`src/rtl/player_pkg.sv`:
```
// Shared types and constants for the player motion block: state enum, key codes,
// Q.FRAC fixed-point type and the tuning constants pre-scaled to fixed point.
package player_pkg;

  localparam int FRAC        = 4;
  localparam int PX_W        = 10;
  localparam int FX_W        = PX_W + FRAC + 2;

  localparam int X_MAX       = 639;
  localparam int Y_MAX       = 479;
  localparam int SIZE_X      = 28;
  localparam int SIZE_Y      = 62;
  localparam int START_X     = 320;
  localparam int START_Y     = 417;
  localparam int RUN_V       = 32;
  localparam int JUMP_V      = 96;
  localparam int GRAVITY     = 4;
  localparam int VMAX_FALL   = 128;
  localparam int DASH_V      = 96;
  localparam int DASH_FRAMES = 8;
  localparam int DASH_CD     = 30;

  localparam int DC_W        = $clog2(DASH_FRAMES + 1);
  localparam int CD_W        = $clog2(DASH_CD + 1);

  localparam logic [7:0] KEY_A = 8'h04;
  localparam logic [7:0] KEY_D = 8'h07;
  localparam logic [7:0] KEY_W = 8'h1A;
  localparam logic [7:0] KEY_J = 8'h0D;

  typedef logic signed [FX_W-1:0] fx_t;

  typedef enum logic [2:0] {
    IDLE = 3'd0,
    RUN  = 3'd1,
    JUMP = 3'd2,
    FALL = 3'd3,
    DASH = 3'd4
  } pstate_t;

  // Screen box and speeds in Q.FRAC units
  localparam fx_t X_LO_FX    = fx_t'(SIZE_X << FRAC);
  localparam fx_t X_HI_FX    = fx_t'((X_MAX - SIZE_X) << FRAC);
  localparam fx_t Y_LO_FX    = fx_t'(SIZE_Y << FRAC);
  localparam fx_t FLOOR_FX   = fx_t'((Y_MAX - SIZE_Y) << FRAC);
  localparam fx_t START_X_FX = fx_t'(START_X << FRAC);
  localparam fx_t START_Y_FX = fx_t'(START_Y << FRAC);
  localparam fx_t RUN_VX     = fx_t'(RUN_V);
  localparam fx_t JUMP_VY    = fx_t'(JUMP_V);
  localparam fx_t GRAV_VY    = fx_t'(GRAVITY);
  localparam fx_t VMAX_VY    = fx_t'(VMAX_FALL);
  localparam fx_t DASH_VX    = fx_t'(DASH_V);

  // Integer pixel part; positions are non-negative after clamping
  function automatic logic [PX_W-1:0] to_px(input fx_t v);
    return v[FRAC +: PX_W];
  endfunction

endpackage

```
`src/rtl/player_key_decoder.sv`:
```
// Scans all keycode slots for the movement keys and produces press-edge
// pulses for jump and dash from a registered copy of the previous frame.
module player_key_decoder
  import player_pkg::*;
#(
  parameter int KEY_SLOTS = 2
) (
  input  logic                   frame_clk,
  input  logic                   Reset,
  input  logic [8*KEY_SLOTS-1:0] keycode,
  output logic                   left,
  output logic                   right,
  output logic                   jump_edge,
  output logic                   dash_edge
);

  logic [KEY_SLOTS-1:0] hit_a, hit_d, hit_w, hit_j;
  logic w_now, j_now;
  logic prev_w_reg, prev_j_reg;

  genvar gi;
  generate
    for (gi = 0; gi < KEY_SLOTS; gi++) begin : g_slot
      assign hit_a[gi] = (keycode[8*gi +: 8] == KEY_A);
      assign hit_d[gi] = (keycode[8*gi +: 8] == KEY_D);
      assign hit_w[gi] = (keycode[8*gi +: 8] == KEY_W);
      assign hit_j[gi] = (keycode[8*gi +: 8] == KEY_J);
    end
  endgenerate

  assign left      = |hit_a;
  assign right     = |hit_d;
  assign w_now     = |hit_w;
  assign j_now     = |hit_j;
  assign jump_edge = w_now & ~prev_w_reg;
  assign dash_edge = j_now & ~prev_j_reg;

  always_ff @(posedge frame_clk or posedge Reset) begin
    if (Reset) begin
      prev_w_reg <= 1'b0;
      prev_j_reg <= 1'b0;
    end else begin
      prev_w_reg <= w_now;
      prev_j_reg <= j_now;
    end
  end

endmodule

```
`src/rtl/player_motion_ctrl.sv`:
```
// Per-frame player kinematics: walk, jump under gravity, dash with cooldown,
// integrated in Q.FRAC fixed point and clamped to the screen box.
module player_motion_ctrl
  import player_pkg::*;
#(
  parameter int KEY_SLOTS = 2
) (
  input  logic                   frame_clk,
  input  logic                   Reset,
  input  logic [8*KEY_SLOTS-1:0] keycode,
  output logic [PX_W-1:0]        PosX,
  output logic [PX_W-1:0]        PosY,
  output logic [PX_W-1:0]        SizeX,
  output logic [PX_W-1:0]        SizeY,
  output logic                   Facing,
  output logic                   Grounded,
  output pstate_t                State
);

  logic left, right, jump_edge, dash_edge;

  player_key_decoder #(.KEY_SLOTS(KEY_SLOTS)) u_keys (
    .frame_clk (frame_clk),
    .Reset     (Reset),
    .keycode   (keycode),
    .left      (left),
    .right     (right),
    .jump_edge (jump_edge),
    .dash_edge (dash_edge)
  );

  // Horizontal velocity is re-derived every frame, so only vy is stored
  fx_t px_reg, py_reg, vy_reg;
  fx_t px_next, py_next, vy_next;
  fx_t vx_new, vy_new, vy_base, vy_sum, px_sum, py_sum;
  pstate_t state_reg, state_next;
  logic facing_reg, facing_next, grounded_reg, grounded_next;
  logic [DC_W-1:0] dash_reg, dash_next;
  logic [CD_W-1:0] cd_reg, cd_next;
  logic dashing, start_dash, airborne, horiz, still_dash;

  always_comb begin
    dashing     = (state_reg == DASH);
    start_dash  = dash_edge && (cd_reg == '0) && !dashing;
    airborne    = (py_reg < FLOOR_FX);
    horiz       = left ^ right;
    facing_next = facing_reg;
    dash_next   = dash_reg;
    cd_next     = cd_reg;
    still_dash  = 1'b0;
    vx_new      = '0;
    vy_new      = '0;
    vy_base     = vy_reg;
    vy_sum      = '0;

    if (start_dash || dashing) begin
      vx_new = facing_reg ? -DASH_VX : DASH_VX;
      if (start_dash) begin
        dash_next  = DC_W'(DASH_FRAMES - 1);
        still_dash = (DASH_FRAMES > 1);
      end else begin
        dash_next  = dash_reg - DC_W'(1);
        still_dash = (dash_reg > DC_W'(1));
      end
      if (!still_dash) cd_next = CD_W'(DASH_CD);
    end else begin
      if (cd_reg != '0) cd_next = cd_reg - CD_W'(1);
      if (horiz) begin
        facing_next = left;
        vx_new      = right ? RUN_VX : -RUN_VX;
      end
      // Take-off frame already counts as airborne, so gravity applies to it too
      if (airborne || jump_edge) begin
        vy_base = (jump_edge && !airborne) ? -JUMP_VY : vy_reg;
        vy_sum  = vy_base + GRAV_VY;
        vy_new  = (vy_sum > VMAX_VY) ? VMAX_VY : vy_sum;
      end
    end

    px_sum = px_reg + vx_new;
    if (px_sum < X_LO_FX)      px_next = X_LO_FX;
    else if (px_sum > X_HI_FX) px_next = X_HI_FX;
    else                       px_next = px_sum;

    py_sum  = py_reg + vy_new;
    vy_next = vy_new;
    if (py_sum < Y_LO_FX) begin
      py_next = Y_LO_FX;
      vy_next = '0;
    end else if (py_sum >= FLOOR_FX) begin
      py_next = FLOOR_FX;
      vy_next = '0;
    end else begin
      py_next = py_sum;
    end

    grounded_next = (py_next == FLOOR_FX);
    if (still_dash)         state_next = DASH;
    else if (!grounded_next) state_next = (vy_next < 0) ? JUMP : FALL;
    else if (horiz)          state_next = RUN;
    else                     state_next = IDLE;
  end

  always_ff @(posedge frame_clk or posedge Reset) begin
    if (Reset) begin
      px_reg       <= START_X_FX;
      py_reg       <= START_Y_FX;
      vy_reg       <= '0;
      state_reg    <= IDLE;
      facing_reg   <= 1'b0;
      grounded_reg <= 1'b1;
      dash_reg     <= '0;
      cd_reg       <= '0;
    end else begin
      px_reg       <= px_next;
      py_reg       <= py_next;
      vy_reg       <= vy_next;
      state_reg    <= state_next;
      facing_reg   <= facing_next;
      grounded_reg <= grounded_next;
      dash_reg     <= dash_next;
      cd_reg       <= cd_next;
    end
  end

  assign PosX     = to_px(px_reg);
  assign PosY     = to_px(py_reg);
  assign SizeX    = PX_W'(SIZE_X);
  assign SizeY    = PX_W'(SIZE_Y);
  assign Facing   = facing_reg;
  assign Grounded = grounded_reg;
  assign State    = state_reg;

endmodule

```
`config.mk`:
```
export PLATFORM = sky130hd
export DESIGN_NAME = player_motion_ctrl
export DESIGN_NICKNAME = d
export VERILOG_FILES = /design/src/rtl/player_pkg.sv /design/src/rtl/player_key_decoder.sv /design/src/rtl/player_motion_ctrl.sv
export SDC_FILE = /design/constraint.sdc
export NUM_CORES = 1
export LEC_CHECK = 0
export BUFFER_PORTS_ARGS = -buffer_cell sky130_fd_sc_hd__buf_2
export CAP_MARGIN = 40
export CORE_ASPECT_RATIO = 0.6
export CORE_MARGIN = 2
export CORE_UTILIZATION = 40
export CTS_BUF_LIST = sky130_fd_sc_hd__clkbuf_8
export CTS_CLUSTER_SIZE = 12
export DETAILED_ROUTE_END_ITERATION = 7
export GPL_TIMING_DRIVEN = 0
export PLACE_DENSITY_LB_ADDON = 0.12
export REMOVE_ABC_BUFFERS = 1
export SLEW_MARGIN = 15
export SYNTH_ARGS = -nofsm -noshare
export SYNTH_HDL_FRONTEND = slang
export SYNTH_HIERARCHICAL = 1
export SYNTH_SLANG_ARGS = --single-unit
```
`constraint.sdc`:
```
create_clock -name frame_clk -period 6.2 [get_ports frame_clk]
set_input_delay 0.62 -clock frame_clk [delete_from_list [all_inputs] [get_ports frame_clk]]
set_output_delay 0.62 -clock frame_clk [all_outputs]
set_load 0.01 [all_outputs]
```
-- Word level (Yosys, flattened, before mapping)
Index checks and enable logic that the tools add are counted.
- output and inout port bits: 45
- logic and storage cells: 81
- register bits: 64
- order comparisons: 8
- reduce and logical (&&, ||, !) cells: 16
- add/subtract/negate cells: 5
- bitwise logic cells: 6
- multiplexer cells: 25
- equal/unequal tests: 11
- operators with widths (cell ; number):
    two-way mux 16 bit ; 14
    adder 16 bit ; 2
    == test 8 x 3 -> 1 bit (second input constant) ; 4
    adder 16 x 4 -> 16 bit (second input constant) ; 1
    == test 16 x 14 -> 1 bit (second input constant) ; 1
    == test 8 x 4 -> 1 bit (second input constant) ; 2
    == test 8 x 5 -> 1 bit (second input constant) ; 2
    >= comparator 16 x 14 -> 1 bit (second input constant) ; 1
    greater-than comparator 16 x 15 -> 1 bit (second input constant) ; 1
    greater-than comparator 16 x 9 -> 1 bit (second input constant) ; 1
    < comparator 16 x 1 -> 1 bit (second input constant) ; 1
    < comparator 16 x 10 -> 1 bit (second input constant) ; 1
    < comparator 16 x 11 -> 1 bit (second input constant) ; 1
    < comparator 16 x 14 -> 1 bit (second input constant) ; 1
    two-way mux 5 bit ; 3
    OR reduction 2 bit ; 4
    zero test 5 bit ; 1
    two-way mux 1 bit ; 5
    nonzero test 5 bit ; 1
    subtractor 5 x 1 -> 5 bit (second input constant) ; 1
    greater-than comparator 4 x 1 -> 1 bit (second input constant) ; 1
    two-way mux 4 bit ; 1
    AND reduction 2 bit ; 2
    subtractor 4 x 1 -> 4 bit (second input constant) ; 1
    11 further kinds ; 18

-- Depth between registers and ports, before layout
Gate-level depths: netlist of the first run.
- word-level depth: 18
- gate-level depth with buffers: 28
- depth with buffers taken out: 25

-- Hierarchy
The synthesis of the first run kept the hierarchy.
- modules (own cells, without submodules) (module ; cells an instance ; times used ; sequential area each (sq um) ; area each (sq um)):
    player_motion_ctrl ; 527 ; 1 ; 1460.2 ; 4672.0
    player_key_decoder ; 26 ; 1 ; 50.0 ; 232.7

-- Worst setup path after synthesis of the first run
OpenSTA, ideal clock, no wires.
- kind: input to register
- start: input keycode[11]
- end: register vy_reg[4]
- arrival time: 6430 ps
- slack: -311 ps
- buffers on the path: 3
- setup time: 80 ps
- stages on the path: 28
- cell sequence: nor4b_2 > nand4_1 > a21oi_1 > o21ai_1 > clkbuf_1 > and2_1 > ha_1 > and4_1 > clkbuf_1 > nor4b_1 > xnor2_1 > o211ai_1 > o31ai_1 > o21ai_1 > nor2_1 > and2_1 > ha_1 > inv_1 > fa_1 > nand2b_1 > a21oi_1 > o2111ai_2 > a21boi_2 > mux2_4 > or3b_4 > or4b_1 > buf_6 > nor3_2
- word-level cells in the longest chain between the ends: 14
- elaborated cells between the ends (all ways): 22
- classes of those cells: add/sub: 2; order compare: 3; eq/ne: 2; mux: 6; bitwise: 2; reduce/logical: 7
- RTL lines (item ; line ; text):
    from (decl) ; player_motion_ctrl.sv:10 ; input logic [8*KEY_SLOTS-1:0] keycode,
    == test 8 x 5 -> 1 bit (*) ; player_key_decoder.sv:26 ; assign hit_w[gi] = (keycode[8*gi +: 8] == KEY_W);
    OR reduction 2 bit (*) ; player_key_decoder.sv:33 ; assign w_now = |hit_w;
    AND 1 bit (*) ; player_key_decoder.sv:35 ; assign jump_edge = w_now & ~prev_w_reg;
    named net jump_edge ; player_motion_ctrl.sv:20 ; logic left, right, jump_edge, dash_edge;
    logical AND 1 bit ; player_motion_ctrl.sv:74 ; vy_base = (jump_edge && !airborne) ? -JUMP_VY : vy_reg;
    two-way mux 16 bit ; player_motion_ctrl.sv:74 ;
    adder 16 x 4 -> 16 bit ; player_motion_ctrl.sv:75 ; vy_sum = vy_base + GRAV_VY;
    greater-than comparator 16 x 9 -> 1 bit ; player_motion_ctrl.sv:76 ; vy_new = (vy_sum > VMAX_VY) ? VMAX_VY : vy_sum;
    two-way mux 16 bit ; player_motion_ctrl.sv:76 ;
    two-way mux 16 bit (*) ; player_motion_ctrl.sv:73 ; if (airborne || jump_edge) begin
    two-way mux 16 bit (*) ; player_motion_ctrl.sv:56 ; if (start_dash || dashing) begin
    adder 16 bit ; player_motion_ctrl.sv:85 ; py_sum = py_reg + vy_new;
    >= comparator 16 x 14 -> 1 bit ; player_motion_ctrl.sv:90 ; end else if (py_sum >= FLOOR_FX) begin
    two-way mux 16 bit ; player_motion_ctrl.sv:90 ;
    two-way mux 16 bit (*) ; player_motion_ctrl.sv:87 ; if (py_sum < Y_LO_FX) begin
    named net vy_next[4] ; player_motion_ctrl.sv:34 ; fx_t px_next, py_next, vy_next;
    to (signal assigned) ; player_motion_ctrl.sv:117 ; vy_reg <= vy_next;
    to (decl) ; player_motion_ctrl.sv:33 ; fx_t px_reg, py_reg, vy_reg;
The timed path passes the listed nets; every way through them passes the cells marked *.
A chain may end at the register's enable or synchronous reset.

-- Worst setup path in the final report of the first run
- start: register py_reg[6]
- end: register vy_reg[3]
- word-level cells in the longest chain between the ends: 13
- elaborated cells between the ends (all ways): 15
- classes of those cells: add/sub: 2; order compare: 4; mux: 6; reduce/logical: 3
- RTL lines (item ; line ; text):
    from (decl) ; player_motion_ctrl.sv:33 ;
    from (signal assigned) ; player_motion_ctrl.sv:116 ; py_reg <= py_next;
    < comparator 16 x 14 -> 1 bit ; player_motion_ctrl.sv:45 ; airborne = (py_reg < FLOOR_FX);
    zero test 1 bit ; player_motion_ctrl.sv:74 ;
    logical AND 1 bit ; player_motion_ctrl.sv:74 ;
    two-way mux 16 bit ; player_motion_ctrl.sv:74 ;
    adder 16 x 4 -> 16 bit ; player_motion_ctrl.sv:75 ;
    greater-than comparator 16 x 9 -> 1 bit ; player_motion_ctrl.sv:76 ;
    two-way mux 16 bit ; player_motion_ctrl.sv:76 ;
    two-way mux 16 bit ; player_motion_ctrl.sv:73 ;
    two-way mux 16 bit ; player_motion_ctrl.sv:56 ;
    adder 16 bit ; player_motion_ctrl.sv:85 ;
    >= comparator 16 x 14 -> 1 bit ; player_motion_ctrl.sv:90 ;
    two-way mux 16 bit ; player_motion_ctrl.sv:90 ;
    two-way mux 16 bit (*) ; player_motion_ctrl.sv:87 ;
    named net vy_next[3] ; player_motion_ctrl.sv:34 ;
Marks and branches as above.

==> impl_results.md, run 1 <==
- Status: finished, final reports clean
- RR Startpoint: py_reg[6]
- DIE WIDTH: approximately 150 um
- Period utilisation layout: a little over nine tenths
- Most used DFF post-synth: dfrtp_1
- Data required time of the worst path: roughly 6500 ps
- FMAX: 163 MHz
- Routing usage on met3: between 5 and 6%
- Cells on worst reg2reg path: 26
- Hold buffer count at CTS: 0
- Met1 GRT Util: a little under a third
- Detailed router's first-iteration violation count: between 200 and 300
- Clk network pwr share: between 40% and 50%
- Port Buffers: between 40 and 50
- CTS max path bufs: 2
- Die area: roughly 13000 sq um
- Synth area leader: dfrtp_1
- IO Count: 63
- Synthesis Warnings: 6
- DRT Pass-1 Iters: 4
- Setup WS pre-CTS: -1840 ps
- Layout area overhead: 18.9%
- Area after DPL: 5080 sq um
- Async S/R FF share, synth: 100%
- Synth top area share: a little over a quarter
- Fin crit period: a little over 6000 ps
- Initial antenna violation count: 0
- Clock sink count: 60
- DRC viols: 0
- Net switching power figure: approximately 0.00031 W
- Crit path capture type: flop
- CTS tree: done
- Peak VDD IR: roughly 0.00013 V
- N_diodes: 0
- Num CTS Buffers: 9
- Fin area: roughly 5800 sq um
- CTS clock-pin slew for the worst setup and hold paths: 70 ps
- Layout cells sized above 1: approximately 29%
- Rel. slew slack: 48.8%
- Setup violations, final: 0
- Pint: ~0.00080 W
- Global route overflow: 0
- Core Util, Final: approximately half
- Worst Path Arrival: ~6400 ps
- Worst Tran Pin Value: between 700 and 800 ps
- Grt met2 use: between 20% and 30%
- Crit-path max cell delay: 600 ps
- Std cell rows: 31
- Chip height: approximately 90 um
- Final setup margin: about 82 ps
- Post-Synthesis Cells: ~550
- Sw Share: about 28%
- Starting Density: between 40% and 50%
- Post-synthesis cell type count: between 80 and 90
- CORE AREA: 12000 sq um
- Flop pwr share: 40.2%
- P_leak: 2.64 nW
- Routed len/inst: 16.1 um
- P per Cell Area: roughly 190 nW/um^2
- Share of the yosys chip area belonging to registers: 30.8%
- Hold Slack: ~130 ps
- Tightest Hold Check Type: in -> async
- Critical path type: reg -> reg
- Hpwl dp: between 9000 and 10000 um
- H-tree lvl count: 3
- Largest net degree at the start of global routing: 42
- Most Crowded Layer GR: met1
- First-pass GRT wire length: 20400 um
- RSZ-0062 raised after global routing: yes
- R2r endpoint: vy_reg[3]
- Final GP Congestion: around 0.92
- Via/cell ratio: around 5.4
- EDFF count, synth: 0
- Routed via count: 4201
- Vias in the first global route: slightly below 4k
- Critical Path Fanout Max: 7
- Main area contributors after synthesis: dfrtp_1 (27%), ha_1 (7.7%), buf_4 (6.1%), dfstp_2 (3.8%), a21oi_1 (3.2%)
- Max-cap violations: 0
- Total global routing track utilization: between 10% and 20%
- Drt total wl: between 10000 and 15000 um
- Synth Register Bits: 60
- Final Max Tran Viols: 0
- FF-to-FF setup slack: 80 ps
- Fin. Hold Viols: 0
- Worst Clk Skew: roughly 10 ps
- Synthesized cell area: between 4000 and 5000 sq um
- Combinational power share: ~19%
- Nets: between 600 and 700
- Syn Area/Cell: a little under 9 sq um
- CP max-delay cell: or4b_4
- Clock Root Buffer: clkbuf_8
- Startpoint types: flop
- Post-DRT Antenna Nets: 0
- Clk Latency, worst-skew pair: between 300 and 400 ps
## layout make-up
class | instances | area, sq um
tap | 165 | 206
timing repair buffer | 79 | 520
clock inverter | 5 | 98.8
sequential | 60 | 1510
multi-input combinational | 436 | 3250
clock buffer | 11 | 151
inverter | 24 | 92.6
fill | 1180 | 6190
## cells in the mapped netlist (4+ instances only)
| cell type | instances |
|---|---|
| or2_2 | 4 |
| nand4_1 | 6 |
| dfstp_2 | 7 |
| nand2b_1 | 6 |
| and2_1 | 19 |
| nand3_1 | 12 |
| nor2b_1 | 4 |
| a21oi_1 | 31 |
| clkbuf_1 | 8 |
| buf_2 | 5 |
| o21a_1 | 8 |
| o211ai_1 | 4 |
| nand2_1 | 38 |
| nor4_1 | 5 |
| ha_1 | 30 |
| a31oi_1 | 11 |
| nor3_1 | 16 |
| a21o_1 | 9 |
| nor2_1 | 41 |
| inv_1 | 24 |
| nor2_2 | 4 |
| o21ai_0 | 24 |
| a211oi_1 | 4 |
| dfrtp_1 | 53 |
| xnor2_1 | 15 |
| and3_1 | 10 |
| buf_4 | 40 |
| xor2_1 | 14 |
| nand3b_1 | 4 |
| mux2i_1 | 5 |
| a2111oi_0 | 7 |
## layout by cell type, fill, tap and decap left out, types with 15 or more instances in the layout
cell type,netlist,layout
buf_4,40,31
nor2_1,41,39
conb_1,2,25
inv_1,24,23
nand2_1,38,37
o21ai_0,24,24
dfrtp_1,53,52
a21oi_1,31,29
ha_1,30,25
buf_2,5,43
nor3_1,16,15
and2_1,19,15
## what timing repair did
action	4_1_cts	5_1_grt
setup buffers	16	17
resized for setup	30	23
pin swaps	16	25
cloned	0	0
endpoints found under the hold margin	0	0
endpoints found under the setup margin	32	30
## worst max-delay path by stage
stage / to / start / slack (ps) / cells past startpoint
floorplan: vy_reg[2] / py_reg[10] / -550 / 24
global placement: State[0] / py_reg[10] / -2230 / 24
CTS: vy_reg[3] / keycode[14] / 8 / 28
finish: vy_reg[3] / py_reg[6] / 80 / 26
detailed placement: State[0] / keycode[13] / -1840 / 28
global route: vy_reg[7] / py_reg[6] / -150 / 28
## through the flow
stage,total power (W),setup TNS (ps),cells
CTS,0.00111,0,763
global placement,0.000639,-63910,727
finish,0.00111,0,780
global route,0.00118,-2780,780
floorplan,0.000587,-8810,520
detailed placement,0.000648,-51210,731
## cells by family (layout without fill, tap and decap cells)
group,Yosys count,in the layout,synth area share (%)
multiplexers,7,7,1.56
AO/OA/AOI/OAI,139,139,19.7
flip-flops,60,60,30.8
AND/OR/NAND/NOR,203,203,24.0
XOR/XNOR,30,30,5.66
buffers and inverters,80,119,9.64
other,2,25,0.153
adder cells (fa/ha/maj),32,32,8.47
## metal layers
layer / part of all wire (%) / wire length, um / up-vias
met5: 0 / 0 / -
li1: - / - / 2067
met4: 0.85 / 107 / 0
met1: 53 / 6630 / 1998
met3: 6.8 / 857 / 8
met2: 40 / 4980 / 128
## power groups by stage
stage | registers (W) | logic [W] | clock network (W)
2_1_floorplan | 0.000454 | 0.000133 | 0
5_1_grt | 0.000451 | 0.000247 | 0.000480
6_report | 0.000447 | 0.000216 | 0.000449
4_1_cts | 0.000446 | 0.000207 | 0.000460
3_5_place_dp | 0.000452 | 0.000196 | 0
3_3_place_gp | 0.000452 | 0.000188 | 0
## worst max-delay path: cells and delay by family (launching register included)
kind / cells / cell delay (ps)
flip-flops: 1 / 420
multiplexers: 1 / 320
XOR/XNOR: 1 / 160
AND/OR/NAND/NOR: 10 / 2620
buffers and inverters: 3 / 330
AO/OA/AOI/OAI: 8 / 1500
adder cells (fa/ha/maj): 3 / 670
(Power assumes the default switching activity.)
==> run 2: changes to the inputs <==
Settings changed: SETUP_SLACK_MARGIN set to 0.4.
Clock period 6.2 ns to 7 ns, I/O delays scaled along.
==> run 2 against run 1 <==
Routed wire length is 2.6% lower. Cell area is 4.4% lower. Critical path depth is 1 lower. Via count is 1.1% lower. Hold slack better by 83 ps. Sequential power is 11% lower. Clock skew hardly changed. Non-clock buffer count is 21 lower. Register-to-register slack better by 670 ps. Largest power group unchanged. Highest routed layer unchanged.
==> impl_results.md, run 2 (synthesized netlist as in run 1, its figures left out) <==
- Status: finished, final reports clean
- RR Startpoint: py_reg[6]
- Fin crit period: approximately 6300 ps
- Total global routing track utilization: 19.1% (-0.25 points)
- CTS clock-pin slew for the worst setup and hold paths: 70 ps (about the same)
- FF-to-FF setup slack: 750 ps (+670 ps)
- Layout cells sized above 1: 23.4% (-5.4 points)
- Std cell rows: 31 (unchanged)
- Rel. slew slack: 47.3% (-1.5 points)
- CTS max path bufs: 2 (unchanged)
- Routed len/inst: 16.1 um (+0.14%)
- Largest net degree at the start of global routing: 42 (unchanged)
- Area after DPL: 5080 sq um (unchanged)
- Net switching power figure: 0.000273 W (-12%)
- Vias in the first global route: 3879 (-0.72%)
- Filler instances: 1187 (+0.59%)
- Commonest cells after routing, fill and taps aside: dfrtp_1 (53), buf_2 (43), nor2_1 (40), nand2_1 (38), a21oi_1 (29)
- Clock Root Buffer: clkbuf_8
- Flop pwr share: 40.7% (+0.5 points)
- Sw Share: 28.0% (+0.030 points)
- Multi-input gate area: 3160 sq um (-2.7%)
- Crit. Startpoint: keycode[13]
- N_diodes: 0 (unchanged)
- Combinational power share: 18.5% (-0.9 points)
- DRC viols: 0 (unchanged)
- Tightest Hold Check Type: in -> async
- DIE WIDTH: 147 um (unchanged)
- Peak VDD IR: 0.000113 V (-11%)
- Via/cell ratio: 5.47 (+1.6%)
- RSZ-0062 raised after global routing: no
- Detailed router's first-iteration violation count: 289 (-2.7%)
- Final GP Congestion: 0.916 (unchanged)
- Cells on worst reg2reg path: 24 (-7.7%)
- Worst Clk Skew: 9.61 ps (-0.285 ps)
- Clock sink count: 60 (unchanged)
- H-tree lvl count: 3 (unchanged)
- Pint: 0.000701 W (-12%)
- Fin. Hold Viols: 0 (unchanged)
- Max-cap violations: 0 (unchanged)
- Startpoint types: input pin
- Initial antenna violation count: 0 (unchanged)
- IO Count: 63 (unchanged)
- Layout area overhead: 13.6%
- Die area: 13200 sq um (unchanged)
- Starting Density: 40.8% (unchanged)
- FF+latch area: 1510 sq um (about the same)
- Hpwl dp: 9280 um (unchanged)
- Routed via count: 4155 (-1.1%)
- Clk Latency, worst-skew pair: 350 ps (about the same)
- R2r endpoint: vy_reg[3]
- Drt total wl: 12300 um (-2.6%)
- Num CTS Buffers: 9 (unchanged)
- DRT Pass-1 Iters: 5 (+1)
- Most common cell after layout, fill and taps aside: dfrtp_1
- Worst Path Arrival: 6600 ps (+200 ps)
- Port Buffers: 42 (unchanged)
- Core Util, Final: 46.3% (-2.1 points)
- Worst Tran Pin Value: 789 ps (+22.6 ps)
- Nets: 639 (-3.2%)
- Worst setup path endpoint: vy_reg[3]
- Crit path capture type: flop
- CORE AREA: 12000 sq um (unchanged)
- Clk network pwr share: 40.9% (+0.5 points)
- First-pass GRT wire length: 20200 um (-1.0%)
- Critical Path Fanout Max: 11 (+4)
- Period utilisation layout: around nine tenths
- Global route overflow: 0 (unchanged)
- CTS tree: done
- Post-DRT Antenna Nets: 0 (unchanged)
- Final Max Tran Viols: 0 (unchanged)
- Critical path type: in -> reg
- Data required time of the worst path: 7280 ps (+800 ps)
- Chip height: 89.8 um (unchanged)
- Fin area: 5570 sq um (-4.4%)
- Setup violations, final: 0 (unchanged)
- P per Cell Area: 175 nW/um^2 (-8.3%)
- FMAX: 158 MHz
- Hold Slack: 217 ps (+82.6 ps)
- P_leak: 2.53 nW (-4.3%)
-- run 2: cell count changes in the layout (fill, tap and decap cells not counted), sizes merged --
cell  change
buf      -21
-- run 2: final cells by class --
class	count	share of cell area, %
multi-input cells	436	56.7
flip-flops and latches	60	27.1
repair buffers	58	6.31
well taps	165	3.70
clock buffers	11	2.72
clock inverters	5	1.77
inverters	24	1.66
-- run 2: metal layers --
metal / GRT usage (%) / part of all wire (%) / up-vias
met3: 5.69 / 6.6 / 9
met4: 4.49 / 1.0 / 0
met2: 24.6 / 39 / 129
met5: 0 / 0 / -
li1: - / - / 2034
met1: 30.6 / 54 / 1983
-- run 2: worst max-delay path: stages --
cell and delay [ps]:
buf_2 120, nor4b_4 290, nand4_1 220, a21oi_2 230, o21ai_2 90, buf_6 150, and2_1 190, ha_4 180
nand4bb_1 150, o31ai_1 80, a221o_1 330, nand4_1 130, o31ai_2 90, o21ai_2 210, buf_4 220, nor3_1 90
ha_1 310, or3_1 520, a211oi_2 390, nor2_1 180, o311ai_1 630, nand2b_1 200, a211oi_2 70, or4b_4 640
nor3_2 140
-- run 2: metrics by stage --
| step | instances | total power, W | setup TNS, ps | worst slack (ps) |
|---|---|---|---|---|
| CTS | 755 | 0.000980 | 0 | 416 |
| finish | 759 | 0.000974 | 0 | 674 |
| floorplan | 520 | 0.000520 | 0 | 237 |
| global route | 759 | 0.00103 | 0 | 398 |
| detailed placement | 731 | 0.000574 | -28170 | -1120 |
| global placement | 727 | 0.000566 | -38310 | -1430 |
-- run 2: worst min-delay path by stage --
stage	from	endpoint	slack [ps]
after floorplan	Reset	u_keys/prev_j_reg	440
after global placement	px_reg[4]	px_reg[4]	470
after detailed placement	px_reg[4]	px_reg[4]	490
after CTS	Reset	u_keys/prev_w_reg	190
after global routing	Reset	u_keys/prev_w_reg	190
final	Reset	u_keys/prev_w_reg	220
-- run 2: timing repair --
action / CTS / global route
endpoints found under the setup margin: 32 / 30
resized for setup: 16 / 13
pin swaps: 11 / 9
hold buffers: 0 / 0
setup buffers: 8 / 4
-- run 2: power groups by stage --
stage / sequential [W] / combinational [W] / clock (W)
finish: 0.000396 / 0.000180 / 0.000398
floorplan: 0.000402 / 0.000118 / 0
global route: 0.000399 / 0.000207 / 0.000425
global placement: 0.000400 / 0.000166 / 0
detailed placement: 0.000400 / 0.000174 / 0
CTS: 0.000395 / 0.000178 / 0.000408
==> run 3: changes to the inputs <==
Settings changed: CELL_PAD_IN_SITES_DETAIL_PLACEMENT set to 1, CELL_PAD_IN_SITES_GLOBAL_PLACEMENT set to 1.
==> run 3 against run 2 <==
Hold slack better by 13 ps. Sequential power about the same. Routed wire length up 17%. First-iteration DRC count down 29%. Setup slack worse by 21 ps. Global-route usage up 2.8 points. Die area unchanged. Register-to-register slack about the same. Non-clock buffer count up 14. Sequential share of layout area down 0.47 points. Core utilization up 0.82 points. Maximum frequency down 0.33%. Largest power group is now registers.
==> impl_results.md, run 3 (synthesized netlist as in run 1, its figures left out) <==
- Die area: 13200 sq um (unchanged)
- Peak VDD IR: 0.000104 V (-7.1%)
- Max-cap violations: 0 (unchanged)
- CTS max path bufs: 2 (unchanged)
- Critical path type: in -> reg
- Period utilisation layout: 90.7% (+0.30 points)
- Final GP Congestion: 0.850 (-7.3%)
- IO Count: 63 (unchanged)
- Largest net degree at the start of global routing: 59 (+40%)
- Critical Path Fanout Max: 7 (-4)
- Worst Tran Pin Value: 808 ps (+18.9 ps)
- Setup tns final: 0 ps (unchanged)
- Hold buffer count at CTS: 0 (unchanged)
- Hpwl dp: 10900 um (+17%)
- Startpoint types: input pin
- Post-DRT Antenna Nets: 0 (unchanged)
- Hold Slack: 230 ps (+12.6 ps)
- RR Startpoint: py_reg[10]
- Fin. Hold Viols: 0 (unchanged)
- Worst Clk Skew: 10.7 ps (+1.09 ps)
- DRT Pass-1 Iters: 5 (unchanged)
- Rel. slew slack: 45.9% (-1.4 points)
- CORE AREA: 12000 sq um (unchanged)
- Setup violations, final: 0 (unchanged)
- Cells on worst reg2reg path: 25 (+4.2%)
- Crit. Startpoint: keycode[13]
- Crit path capture type: flop
- N_diodes: 0 (unchanged)
- Clock sink count: 60 (unchanged)
- Starting Density: 40.8% (unchanged)
- Layout cells sized above 1: 26.5% (+3.1 points)
- FF-to-FF setup slack: 750 ps (about the same)
- Commonest cells after routing, fill and taps aside: dfrtp_1 (53), buf_2 (43), nor2_1 (40), nand2_1 (38), a21oi_1 (29)
- Total global routing track utilization: 21.9% (+2.8 points)
- CTS clock-pin slew for the worst setup and hold paths: 80 ps (about the same)
- DIE WIDTH: 147 um (unchanged)
- Worst Path Arrival: 6630 ps (+30 ps)
- Crit-path max cell delay: 620 ps (-20 ps)
- P per Cell Area: 162 nW/um^2 (-7.5%)
- Vias in the first global route: 4269 (+10%)
- Chip height: 89.8 um (unchanged)
- Std cell rows: 31 (unchanged)
- H-tree lvl count: 3 (unchanged)
- CP max-delay cell: or4b_4
- Global route overflow: 0 (unchanged)
- FMAX: 158 MHz (-0.33%)
- DRC viols: 0 (unchanged)
- Routed via count: 4357 (+4.9%)
- P_leak: 2.55 nW (+0.79%)
- Detailed router's first-iteration violation count: 205 (-29%)
- Nets: 653 (+2.2%)
- Via/cell ratio: 5.64 (+3.0%)
- Fin crit period: 6350 ps (+21.1 ps)
- Layout area overhead: 15.6%
- Routed len/inst: 18.6 um (+15%)
- Final Max Tran Viols: 0 (unchanged)
- R2r endpoint: vy_reg[3]
- Num CTS Buffers: 9 (unchanged)
- Drt total wl: 14400 um (+17%)
- Status: finished, final reports clean
- Initial antenna violation count: 0 (unchanged)
- Data required time of the worst path: 7280 ps (about the same)
- Clock Root Buffer: clkbuf_8
- Filler instances: 1434 (+21%)
- First-pass GRT wire length: 23000 um (+14%)
- Port Buffers: 42 (unchanged)
- CTS tree: done
- RSZ-0062 raised after global routing: no
- Clk Latency, worst-skew pair: 360 ps (about the same)
- Tightest Hold Check Type: in -> async
- Most common cell after layout, fill and taps aside: dfrtp_1
run 3: how the worst max path moves through the flow:
stage,end,slack [ps],cells after the start
4_1_cts,vy_reg[2],430,27
3_5_place_dp,State[0],-1380,27
5_1_grt,vy_reg[3],390,27
2_1_floorplan,vy_reg[2],240,25
6_report,vy_reg[3],650,27
3_3_place_gp,State[0],-1530,26
run 3: area by class of cell:
class | count | area [sq um] | share of cell area, %
clock inverters | 6 | 63.8 | 1.13
flip-flops and latches | 60 | 1510 | 26.6
repair buffers | 72 | 448 | 7.90
inverters | 24 | 92.6 | 1.63
clock buffers | 10 | 138 | 2.43
multi-input cells | 436 | 3210 | 56.7
well taps | 165 | 206 | 3.64
run 3: timing repair:
item,CTS,global route
setup endpoints to repair,32,27
pin swaps,11,21
buffers inserted,10,17
resized for setup,19,22
run 3: per-layer routing:
metal	share of wire, %	global-route usage (%)	up-vias
met5	0	0	-
met4	0.56	3.13	0
met3	3.8	4.31	11
met2	42	30.6	87
met1	54	35.3	2196
li1	-	-	2063
run 3: worst max-delay path: cells and delay by family:
kind	cells	cell delay, ps
fa+ha+maj	3	690
mux	1	320
buf+inv	3	310
compound gates	8	1580
xor+xnor	1	230
simple gates	11	2790
run 3: metrics by stage:
step	worst slack [ps]	power (W)	util [%]	cell area, sq um	instances
detailed placement	-1380	0.000580	42.1	5060	730
CTS	428	0.000913	45.2	5430	756
finish	653	0.000917	47.2	5670	773
floorplan	237	0.000520	-	4610	520
global placement	-1530	0.000568	41.8	5020	727
global route	388	0.000971	47.2	5670	773
run 3: power by group:
group,switching [W],internal (W)
Combinational,0.000117,0.0000790
Clock,0.000151,0.000173
Sequential,0.0000221,0.000375
